[src/rtl/ascii_cmd_rx.sv]
// rtl/ascii_cmd_rx.sv - line-oriented ASCII command receiver fed by a UART byte strobe
//
// Collects bytes into a line buffer until '\n', then decodes one of
//   "RUN", "STOP", "CLR", "SET HH:MM:SS"
// and emits exactly one registered result pulse per non-empty line.
//
// Ports
//   clk        system clock, rising edge
//   rst        asynchronous reset, active low
//   rx_done    one-cycle strobe: rx_data holds a received byte
//   rx_data    received byte, valid only with rx_done
//   cmd_run    pulse: "RUN" accepted
//   cmd_stop   pulse: "STOP" accepted
//   cmd_clear  pulse: "CLR" accepted
//   cmd_set    pulse: valid "SET HH:MM:SS" accepted
//   cmd_err    pulse: line rejected (unknown, malformed, range, overflow, timeout)
//   set_hour   hour of last accepted SET (0-23)
//   set_min    minute of last accepted SET (0-59)
//   set_sec    second of last accepted SET (0-59)
//   rx_active  high while a partial line is held (collecting or discarding)
module ascii_cmd_rx #(
  parameter int TIMEOUT_CYC = 100_000_000,
  parameter int MAX_LEN     = 12
) (
  input  logic       clk,
  input  logic       rst,
  input  logic       rx_done,
  input  logic [7:0] rx_data,
  output logic       cmd_run,
  output logic       cmd_stop,
  output logic       cmd_clear,
  output logic       cmd_set,
  output logic       cmd_err,
  output logic [4:0] set_hour,
  output logic [5:0] set_min,
  output logic [5:0] set_sec,
  output logic       rx_active
);

  // The buffer is never narrower than the longest command so the fixed
  // SET field positions always exist, even for a small MAX_LEN.
  localparam int BUF_LEN = (MAX_LEN > 12) ? MAX_LEN : 12;
  localparam int CW      = $clog2(BUF_LEN + 1);
  localparam int TW      = (TIMEOUT_CYC > 2) ? $clog2(TIMEOUT_CYC) : 1;

  localparam logic [CW-1:0] LEN_MAX  = CW'(MAX_LEN);
  localparam logic [TW-1:0] TMO_LAST = TW'(TIMEOUT_CYC - 1);

  localparam logic [7:0] CH_LF    = 8'h0A;
  localparam logic [7:0] CH_CR    = 8'h0D;
  localparam logic [7:0] CH_COLON = 8'h3A;

  typedef enum logic [1:0] {
    S_IDLE,
    S_RECV,
    S_DISCARD,
    S_EXEC
  } state_t;

  state_t          state_q, state_d;
  logic [CW-1:0]   count_q, count_d;
  logic [TW-1:0]   tmo_q, tmo_d;
  logic            ovf_q, ovf_d;
  logic [7:0]      line_q [BUF_LEN];

  logic            wr_en;
  logic            clr_line;
  logic            run_d, stop_d, clear_d, set_d, err_d;
  logic [4:0]      hour_d;
  logic [5:0]      min_d, sec_d;
  logic            active_d;

  logic            is_lf, is_char;

  // '\r' is neither a terminator nor a payload character: it only counts
  // as activity for the inter-byte timeout.
  assign is_lf   = rx_done && (rx_data == CH_LF);
  assign is_char = rx_done && (rx_data != CH_LF) && (rx_data != CH_CR);

  // ---------------------------------------------------------------------
  // Line decode, evaluated from the buffer while in EXEC
  // ---------------------------------------------------------------------
  function automatic logic is_digit(input logic [7:0] c);
    return (c >= 8'h30) && (c <= 8'h39);
  endfunction

  function automatic logic [6:0] two_digit(input logic [3:0] tens, input logic [3:0] units);
    return 7'(tens) * 7'd10 + 7'(units);
  endfunction

  logic       match_run, match_stop, match_clr;
  logic       set_shape, set_ok;
  logic [6:0] hour_v, min_v, sec_v;

  assign match_run  = (count_q == CW'(3)) &&
                      ({line_q[0], line_q[1], line_q[2]} == "RUN");
  assign match_stop = (count_q == CW'(4)) &&
                      ({line_q[0], line_q[1], line_q[2], line_q[3]} == "STOP");
  assign match_clr  = (count_q == CW'(3)) &&
                      ({line_q[0], line_q[1], line_q[2]} == "CLR");

  assign set_shape  = (count_q == CW'(12)) &&
                      ({line_q[0], line_q[1], line_q[2], line_q[3]} == "SET ") &&
                      (line_q[6] == CH_COLON) && (line_q[9] == CH_COLON) &&
                      is_digit(line_q[4])  && is_digit(line_q[5])  &&
                      is_digit(line_q[7])  && is_digit(line_q[8])  &&
                      is_digit(line_q[10]) && is_digit(line_q[11]);

  // Digit low nibbles are the numeric value once set_shape has proven
  // the characters are '0'-'9'.
  assign hour_v = two_digit(line_q[4][3:0],  line_q[5][3:0]);
  assign min_v  = two_digit(line_q[7][3:0],  line_q[8][3:0]);
  assign sec_v  = two_digit(line_q[10][3:0], line_q[11][3:0]);

  assign set_ok = set_shape && (hour_v <= 7'd23) && (min_v <= 7'd59) && (sec_v <= 7'd59);

  // ---------------------------------------------------------------------
  // Next-state and next-output logic
  // ---------------------------------------------------------------------
  always_comb begin
    state_d  = state_q;
    count_d  = count_q;
    tmo_d    = tmo_q;
    ovf_d    = ovf_q;
    wr_en    = 1'b0;
    clr_line = 1'b0;
    run_d    = 1'b0;
    stop_d   = 1'b0;
    clear_d  = 1'b0;
    set_d    = 1'b0;
    err_d    = 1'b0;
    hour_d   = set_hour;
    min_d    = set_min;
    sec_d    = set_sec;

    case (state_q)
      S_IDLE: begin
        tmo_d = '0;
        ovf_d = 1'b0;
        // A bare '\n' here is an empty line and is silently ignored.
        if (is_char) begin
          wr_en   = 1'b1;
          count_d = CW'(1);
          state_d = S_RECV;
        end
      end

      S_RECV, S_DISCARD: begin
        if (rx_done) begin
          tmo_d = '0;
          if (is_lf) begin
            // Overflowed lines also pass through EXEC so their error pulse
            // lands on the same cycle as a decoded result would.
            state_d = S_EXEC;
            ovf_d   = (state_q == S_DISCARD);
          end else if (is_char && (state_q == S_RECV)) begin
            if (count_q == LEN_MAX) begin
              state_d = S_DISCARD;
            end else begin
              wr_en   = 1'b1;
              count_d = count_q + CW'(1);
            end
          end
        end else if (tmo_q == TMO_LAST) begin
          err_d    = 1'b1;
          state_d  = S_IDLE;
          count_d  = '0;
          tmo_d    = '0;
          clr_line = 1'b1;
        end else begin
          tmo_d = tmo_q + TW'(1);
        end
      end

      S_EXEC: begin
        // Any rx_done arriving in this single cycle is dropped.
        state_d = S_IDLE;
        count_d = '0;
        tmo_d   = '0;
        ovf_d   = 1'b0;
        if (ovf_q) begin
          err_d = 1'b1;
        end else if (match_run) begin
          run_d = 1'b1;
        end else if (match_stop) begin
          stop_d = 1'b1;
        end else if (match_clr) begin
          clear_d = 1'b1;
        end else if (set_ok) begin
          set_d  = 1'b1;
          hour_d = hour_v[4:0];
          min_d  = min_v[5:0];
          sec_d  = sec_v[5:0];
        end else begin
          err_d = 1'b1;
        end
      end

      default: begin
        state_d = S_IDLE;
        count_d = '0;
        tmo_d   = '0;
        ovf_d   = 1'b0;
      end
    endcase

    active_d = (state_d == S_RECV) || (state_d == S_DISCARD);
  end

  // ---------------------------------------------------------------------
  // State and output registers
  // ---------------------------------------------------------------------
  always_ff @(posedge clk or negedge rst) begin
    if (!rst) begin
      state_q   <= S_IDLE;
      count_q   <= '0;
      tmo_q     <= '0;
      ovf_q     <= 1'b0;
      cmd_run   <= 1'b0;
      cmd_stop  <= 1'b0;
      cmd_clear <= 1'b0;
      cmd_set   <= 1'b0;
      cmd_err   <= 1'b0;
      set_hour  <= '0;
      set_min   <= '0;
      set_sec   <= '0;
      rx_active <= 1'b0;
    end else begin
      state_q   <= state_d;
      count_q   <= count_d;
      tmo_q     <= tmo_d;
      ovf_q     <= ovf_d;
      cmd_run   <= run_d;
      cmd_stop  <= stop_d;
      cmd_clear <= clear_d;
      cmd_set   <= set_d;
      cmd_err   <= err_d;
      set_hour  <= hour_d;
      set_min   <= min_d;
      set_sec   <= sec_d;
      rx_active <= active_d;
    end
  end

  // Line buffer; wr_en is only raised while count_q < MAX_LEN.
  always_ff @(posedge clk or negedge rst) begin
    if (!rst) begin
      for (int i = 0; i < BUF_LEN; i++) begin
        line_q[i] <= '0;
      end
    end else if (clr_line) begin
      for (int i = 0; i < BUF_LEN; i++) begin
        line_q[i] <= '0;
      end
    end else if (wr_en) begin
      line_q[count_q] <= rx_data;
    end
  end

endmodule

[config.mk]
export PLATFORM = sky130hd
export DESIGN_NAME = ascii_cmd_rx
export DESIGN_NICKNAME = d
export VERILOG_FILES = /design/src/rtl/ascii_cmd_rx.sv
export SDC_FILE = /design/constraint.sdc
export NUM_CORES = 1
export LEC_CHECK = 0
export BUFFER_PORTS_ARGS = -buffer_cell sky130_fd_sc_hd__buf_4
export CAP_MARGIN = 25
export CORE_MARGIN = 5
export CORE_UTILIZATION = 60
export DETAILED_ROUTE_END_ITERATION = 7
export PLACE_DENSITY_LB_ADDON = 0.12
export SLEW_MARGIN = 20
export SYNTH_ARGS = -nofsm -noshare
export SYNTH_HDL_FRONTEND = slang
export SYNTH_SLANG_ARGS = --single-unit
[constraint.sdc]
create_clock -name clk -period 8.65 [get_ports clk]
set_input_delay 0.4325 -clock clk [delete_from_list [all_inputs] [get_ports clk]]
set_output_delay 0.4325 -clock clk [all_outputs]
set_load 0.05 [all_outputs]
==> results of run 1 <==
==> cells in the final DEF (no fill, tap or decap), types with 4 or more instances in the layout <==
cell type	n
mux2i_1	50
bufinv_16	4
nand2_1	77
and4_1	4
nand3_1	67
o21ai_0	18
nor4b_1	6
nand4_1	15
and3_1	8
and2_1	7
nor2_1	94
dfrtp_1	153
ha_1	28
buf_4	36
nor3_1	7
nand3b_1	4
mux2_4	8
a21o_1	5
xnor2_1	21
mux2_2	9
nor3b_1	5
nor2b_1	7
xor2_1	14
inv_1	27
or3_1	4
fa_1	6
clkbuf_16	17
a21oi_1	61
==> stage by stage <==
step                hold WS, ns  std cells
floorplan                 0.137        794
global placement          0.476        970
detailed placement        0.486        970
CTS                       0.134       1001
global route              0.172       1002
finish                   0.0750       1002
==> cells by family after synthesis <==
family                   Yosys count
AO/OA/AOI/OAI                    101
multiplexers                      67
buffers and inverters             64
XOR/XNOR                          35
AND/OR/NAND/NOR                  340
flip-flops                       153
adder cells (fa/ha/maj)           34
==> report_power, final <==
| group | switching [mW] | internal, mW |
|---|---|---|
| Combinational | 0.277 | 0.178 |
| Sequential | 0.0897 | 0.824 |
| Clock | 0.282 | 0.503 |
| Total | 0.648 | 1.51 |
==> state kept, by name, summed over array words and instances, names as in the netlist, 2 cells and up <==
signal,count
line_q,96
tmo_q,27
set_min,6
set_sec,6
set_hour,5
count_q,4
state_q,2
==> per-layer routing <==
layer  vias up  share of wire (%)  global-route usage [%]
li1       2802                  -                       -
met1      2948                 44                    33.2
met2       164                 49                    39.3
met3        24                5.1                    4.12
met4         0                1.6                    8.04
met5         -                  0                       0
==> layout make-up <==
class                           count  area [um2]  area share (%)
Clock inverter                      8         143            1.61
Tap cell                          176         220            2.48
Inverter                           27         101            1.14
Sequential cell                   153        3830            43.1
Timing Repair Buffer               38         297            3.34
Multi-Input combinational cell    577        3820            43.0
Clock buffer                       23         478            5.38
==> how the worst max path moves through the flow <==
stage,from,end,depth (start not counted),slack [ns]
floorplan,line_q[57],set_hour[0],12,5.70
global placement,line_q[57],set_sec[5],11,5.61
detailed placement,line_q[57],set_sec[5],11,5.50
CTS,line_q[57],set_sec[5],11,5.48
global route,line_q[57],set_min[4],11,5.23
finish,line_q[57],set_sec[5],11,5.49
==> worst register-to-register path: cells and delay by family, from the launching register on <==
family | cells | cell delay (ns)
mux | 2 | 0.74
xor+xnor | 1 | 0.31
fa+ha+maj | 3 | 0.80
simple gates | 3 | 0.62
flops | 1 | 0.42
buf+inv | 1 | 0.05
compound gates | 1 | 0.11
==> impl_metrics.csv, run 1 <==
group,metric,value,unit
clocking,ctsHtreeMaxLevel,4,
setup_path,criticalPathCategory,"reg -> reg",
yosys,synth_nets,839,
timing,layout_setup_ws,5.49,ns
yosys,synth_top_family_by_area,"simple AND/OR/NAND/NOR gates",
setup_path,cpPeakStageDelay,0.42,ns
final_layout,fin_util,67.9,%
floorplan,fp.coreArea,0.0131,mm2
setup_path,rrSetupSlack,5.49,ns
final_layout,nets,859,
grt,antenna_found_initial,0,
final_layout,antenna_cells,0,
floorplan,ioPinCount,34,
final_layout,fillCellCount,1029,
clocking,root_buffer,"clkbuf_16",
power,vdd_drop_max,0.198,mV
drt,ant_nets,0,
place,dpl-instance-area,0.00825,mm2
drt,vias,5938,
place,gp_congestion,0.850,
clocking,clk_latency,0.42,ns
yosys,yosysMostFrequentCell,"dfrtp_1",
grt,grt-ovfl-total,0,
timing,layout_worst_path_cycle_share,36.6,%
drt,dr.first_iter.drc_count,477,
clocking,ctsResizeCount,0,
timing,finalCriticalPeriod,3.16,ns
grt,grt_max_degree,99,
setup_path,cp-end-kind,"register",
setup_path,r2r_start,"line_q[57]",
setup_path,cp_data_arrival_time,3.47,ns
setup_path,reg2reg_to,"set_sec[5]",
floorplan,dieArea,0.0156,mm2
setup_path,crit_chain,"ha_1 -> ha_1 -> inv_1 -> fa_1 -> xnor2_1 -> mux2_2 -> o2111ai_1 -> nand4_1 -> nor3_2 -> nand2_4 -> mux2_4",
yosys,muxShareOfSynthArea,9.12,%
yosys,synth_xor_area_share,3.87,%
drt,first_pass_iters,5,
grt,grt_usage,24.2,%
place,port_buffers,33,
timing,slew_headroom,31.2,%
yosys,synth_compound_area_share,7.24,%
clocking,cts.sinks,153,
clocking,cts_buffer_depth,2,
clocking,post_cts_buffers,0,
timing,hold_viol,0,
setup_path,crit_required,8.95,ns
timing,rsz0062_at_grt,"no",
drt,wl,18.0,mm
clocking,holdBufCountCts,0,
clocking,cts_made_buffers,17,
grt,grt_pass1_vias,6016,
setup_path,cpMaxStageDelayCell,"dfrtp_1",
power,p_leak,4.46,nW
final_layout,design_area,0.00889,mm2
yosys,yosysTopAreaCellShare,48.4,%
setup_path,r2r.worst_path.cells,11,
setup_path,crit_top_cell,"ha_1",
setup_path,cp_max_fo,17,
yosys,seq_area_frac_synth,48.4,%
hold_path,min_path_type,"in -> async",
yosys,yosys.area_share.adder,5.94,%
drt,wl_per_cell,18.0,um
place,dp_hpwl,11.8,mm
timing,report.final.slew_viol_count,0,
floorplan,initial_core_util,60.5,%
status,status,"completed",
yosys,synth_edf_count,0,
place,dp_worst_setup_slack,5.50,ns
power,powerDensity,242,mW/mm2
yosys,netlist_instances,794,
timing,setup_viol,0,
floorplan,rows,42,
timing,fin_setup_tns,0,ns
clocking,cts_tree,"yes",
setup_path,startpoint_type,"register",
drt,vias_per_cell,5.93,
setup_path,critical-path-top-delay-family,"adder cells",
yosys,synth.area.top_cells,"dfrtp_1 48%, mux2i_1 6.3%, nor2_1 4.5%",
yosys,synth_cell_types,61,
run,cap_violations,0,
final_layout,area_growth,12.2,%
timing,clock_skew,0.0113,ns
grt,grt_pass1_wl,30.5,mm
yosys,synthTopCellsByCount,"153 x dfrtp_1, 94 x nor2_1, 77 x nand2_1, 67 x nand3_1, 61 x a21oi_1",
clocking,clkTransAtPathRegs,0.06,ns
yosys,synth-simple-area-share,22.0,%
timing,max_freq,0.316,GHz
yosys,ys_warn_count,0,
yosys,async_flop_share,100,%
yosys,yosys_register_bits,153,
yosys,postSynthAreaPerCell,9.97,um2
drt,drc,0,
yosys,synth_area_leader_cell,"dfrtp_1",
yosys,synthFlopType,"dfrtp_1",
setup_path,crit_buf_inv,1,
floorplan,die_h,125,um
floorplan,die_w,125,um
timing,worst_pin_slew,1.03,ns
final_layout,drive_gt1_share,12.1,%
power,power,2.15,mW
yosys,syn_area,0.00792,mm2
(Power assumes the default switching activity.)
==> run 2, diff against run 1 <==
ABC_AREA = 1   (was not set)
clock period = 3 ns   (was 8.65 ns; I/O delays follow)
==> impl_metrics.csv, run 2 <==
group,metric,value,unit
yosys,synth_cell_types,48,
setup_path,r2r.worst_path.cells,14,
power,powerDensity,712,mW/mm2
floorplan,fp.coreArea,0.0138,mm2
final_layout,multi_input_area,0.00388,mm2
power,p_leak,4.75,nW
yosys,synth_edf_count,0,
timing,fin_setup_tns,0,ns
floorplan,rows,43,
place,port_buffers,33,
timing,layout_worst_path_cycle_share,90.3,%
drt,first_pass_iters,8,
drt,ant_nets,0,
floorplan,ioPinCount,34,
hold_path,worstHoldPathCells,3,
setup_path,r2r_start,"line_q[33]",
yosys,synthTopCellsByCount,"243 x nand2_1, 153 x dfrtp_1, 119 x inv_1, 106 x nand3_1, 79 x nor2_1",
final_layout,final_common_cell,"nand2_1",
place,gp_congestion,0.899,
setup_path,startpoint_type,"register",
clocking,cts_buffer_depth,2,
final_layout,drive_gt1_share,12.2,%
yosys,seq_area_frac_synth,45.8,%
place,dp_hpwl,14.3,mm
grt,antenna_found_initial,0,
drt,vias_per_cell,5.70,
hold_path,hold_path_startpoint,"rx_data[5]",
final_layout,fillCellCount,1108,
timing,worst_pin_slew,0.742,ns
power,vdd_drop_max,0.429,mV
place,dp_worst_setup_slack,0.177,ns
final_layout,regArea,0.00383,mm2
yosys,synthFlopType,"dfrtp_1",
floorplan,initial_core_util,60.7,%
final_layout,largestRegisters,"line_q x96, tmo_q x27",
yosys,synth_nets,1070,
grt,grt-ovfl-total,0,
timing,hold_viol,0,
drt,wl,20.7,mm
clocking,ctsHtreeMaxLevel,4,
clocking,cts_made_buffers,17,
timing,layout_setup_ws,0.290,ns
clocking,clkTransAtPathRegs,0.06,ns
final_layout,regMostFlops,"line_q",
yosys,yosys_register_bits,153,
clocking,clk_latency,0.43,ns
final_layout,area_growth,13.5,%
yosys,ys_warn_count,0,
clocking,cts.sinks,153,
hold_path,hold_end,"line_q[61]",
timing,setup_viol,0,
final_layout,fin_util,68.8,%
drt,drc,0,
clocking,root_buffer,"clkbuf_16",
timing,slew_headroom,50.5,%
yosys,netlist_instances,1025,
setup_path,crit_required,3.36,ns
status,status,"completed",
grt,grt_usage,26.3,%
floorplan,die_w,128,um
yosys,syn_area,0.00836,mm2
timing,max_freq,0.369,GHz
setup_path,criticalPathCategory,"reg -> reg",
timing,finalCriticalPeriod,2.71,ns
drt,wl_per_cell,16.4,um
setup_path,rrSetupSlack,0.29,ns
final_layout,largest_reg_flops,96,
setup_path,cp_max_fo,10,
clocking,cts_tree,"yes",
final_layout,layout_common_cells,"243 x nand2_1, 153 x dfrtp_1, 119 x inv_1",
timing,rsz0062_at_grt,"no",
yosys,postSynthAreaPerCell,8.15,um2
hold_path,min_path_type,"in -> reg",
setup_path,cp_data_arrival_time,3.07,ns
timing,clock_skew,0.00681,ns
setup_path,reg2reg_to,"set_hour[3]",
yosys,yosysTopAreaCellShare,45.8,%
final_layout,antenna_cells,0,
yosys,yosysMostFrequentCell,"nand2_1",
floorplan,die_h,128,um
grt,grt_pass1_wl,34.2,mm
timing,report.final.slew_viol_count,0,
final_layout,nets,1115,
yosys,async_flop_share,100,%
grt,grt_max_degree,79,
run,cap_violations,0,
yosys,synth.area.top_cells,"dfrtp_1 46%, nand2_1 11%, nand3_1 6.3%",
grt,grt_pass1_vias,6875,
floorplan,dieArea,0.0164,mm2
setup_path,cp-end-kind,"register",
yosys,synth_area_leader_cell,"dfrtp_1",
drt,vias,7194,
drt,dr.first_iter.drc_count,705,
-- run 2: cell types whose count changed in the layout (fill, tap and decap cells not counted), moves of 10 or more --
cell / previous run / this run
a21oi_1: 61 / 20
buf_4: 36 / 47
inv_1: 27 / 119
mux2i_1: 50 / 0
nand2_1: 77 / 243
nand3_1: 67 / 106
nand4_1: 15 / 49
nor2_1: 94 / 79
nor2_2: 1 / 11
nor3_1: 7 / 29
o21ai_0: 18 / 49
o21ai_1: 0 / 20
o22ai_1: 1 / 12
xnor2_1: 21 / 3
-- run 2: per-stage QoR --
step,instance area [um2],instances,hold slack (ns),total power [mW]
global route,9480,1263,0.0920,7.12
global placement,8790,1224,0.227,4.43
CTS,9450,1260,0.0704,6.72
finish,9480,1263,0.0884,6.75
detailed placement,8790,1224,0.230,4.47
floorplan,8360,1025,-0.146,3.96
-- run 2: kinds of logic after synthesis --
logic type / count (synthesis) / synth area share [%]
simple gates: 558 / 32.1
buf+inv: 158 / 7.99
flops: 153 / 45.8
compound gates: 111 / 7.29
fa+ha+maj: 34 / 5.63
xor+xnor: 11 / 1.15
-- run 2: timing repair --
action,in CTS,in global routing
endpoints found under the setup margin,0,18
hold endpoints to repair,79,0
resized for setup,0,1
hold buffers,4,0
buffers inserted,0,2
-- run 2: cell type report --
class                      count  area share, %
timing repair buffer          54           4.68
clock inverter                11           1.50
inverter                     129           5.11
clock buffer                  21           5.07
sequential                   153           40.4
tap                          180           2.37
multi-input combinational    715           40.9
-- run 2: how the worst max path moves through the flow --
stage / to / slack [ns] / start / cells after the start
2_1_floorplan: set_hour[0] / 0.40 / line_q[57] / 15
3_3_place_gp: set_sec[1] / 0.28 / line_q[33] / 14
3_5_place_dp: set_min[5] / 0.18 / line_q[57] / 14
4_1_cts: set_sec[0] / 0.18 / line_q[57] / 14
5_1_grt: set_hour[3] / 0.003 / line_q[33] / 14
6_report: set_hour[3] / 0.29 / line_q[33] / 14
-- run 2: layer usage --
layer	routed length [um]	global-route usage (%)	vias to the layer above
met5	0	0	-
met4	529	9.99	0
met3	1310	5.83	47
met2	9500	40.6	236
met1	9380	36.4	3426
li1	-	-	3485
-- run 2: power breakdown --
group / leakage (nW) / switching [mW] / internal, mW
Sequential: 1.97 / 0.216 / 2.38
Combinational: 2.47 / 1.31 / 0.588
Clock: 0.305 / 0.861 / 1.40
Total: 4.75 / 2.39 / 4.36
-- run 2: worst max-delay path: stages, from the launching register on --
cell	delay, ns
dfrtp_1	0.41
ha_1	0.31
ha_1	0.19
inv_1	0.06
fa_1	0.44
nor2_1	0.17
nand4_1	0.10
nand3b_1	0.09
nand2_1	0.08
nor2_1	0.13
inv_1	0.09
nor2_4	0.19
buf_4	0.21
nand4_1	0.09
nand2_1	0.08
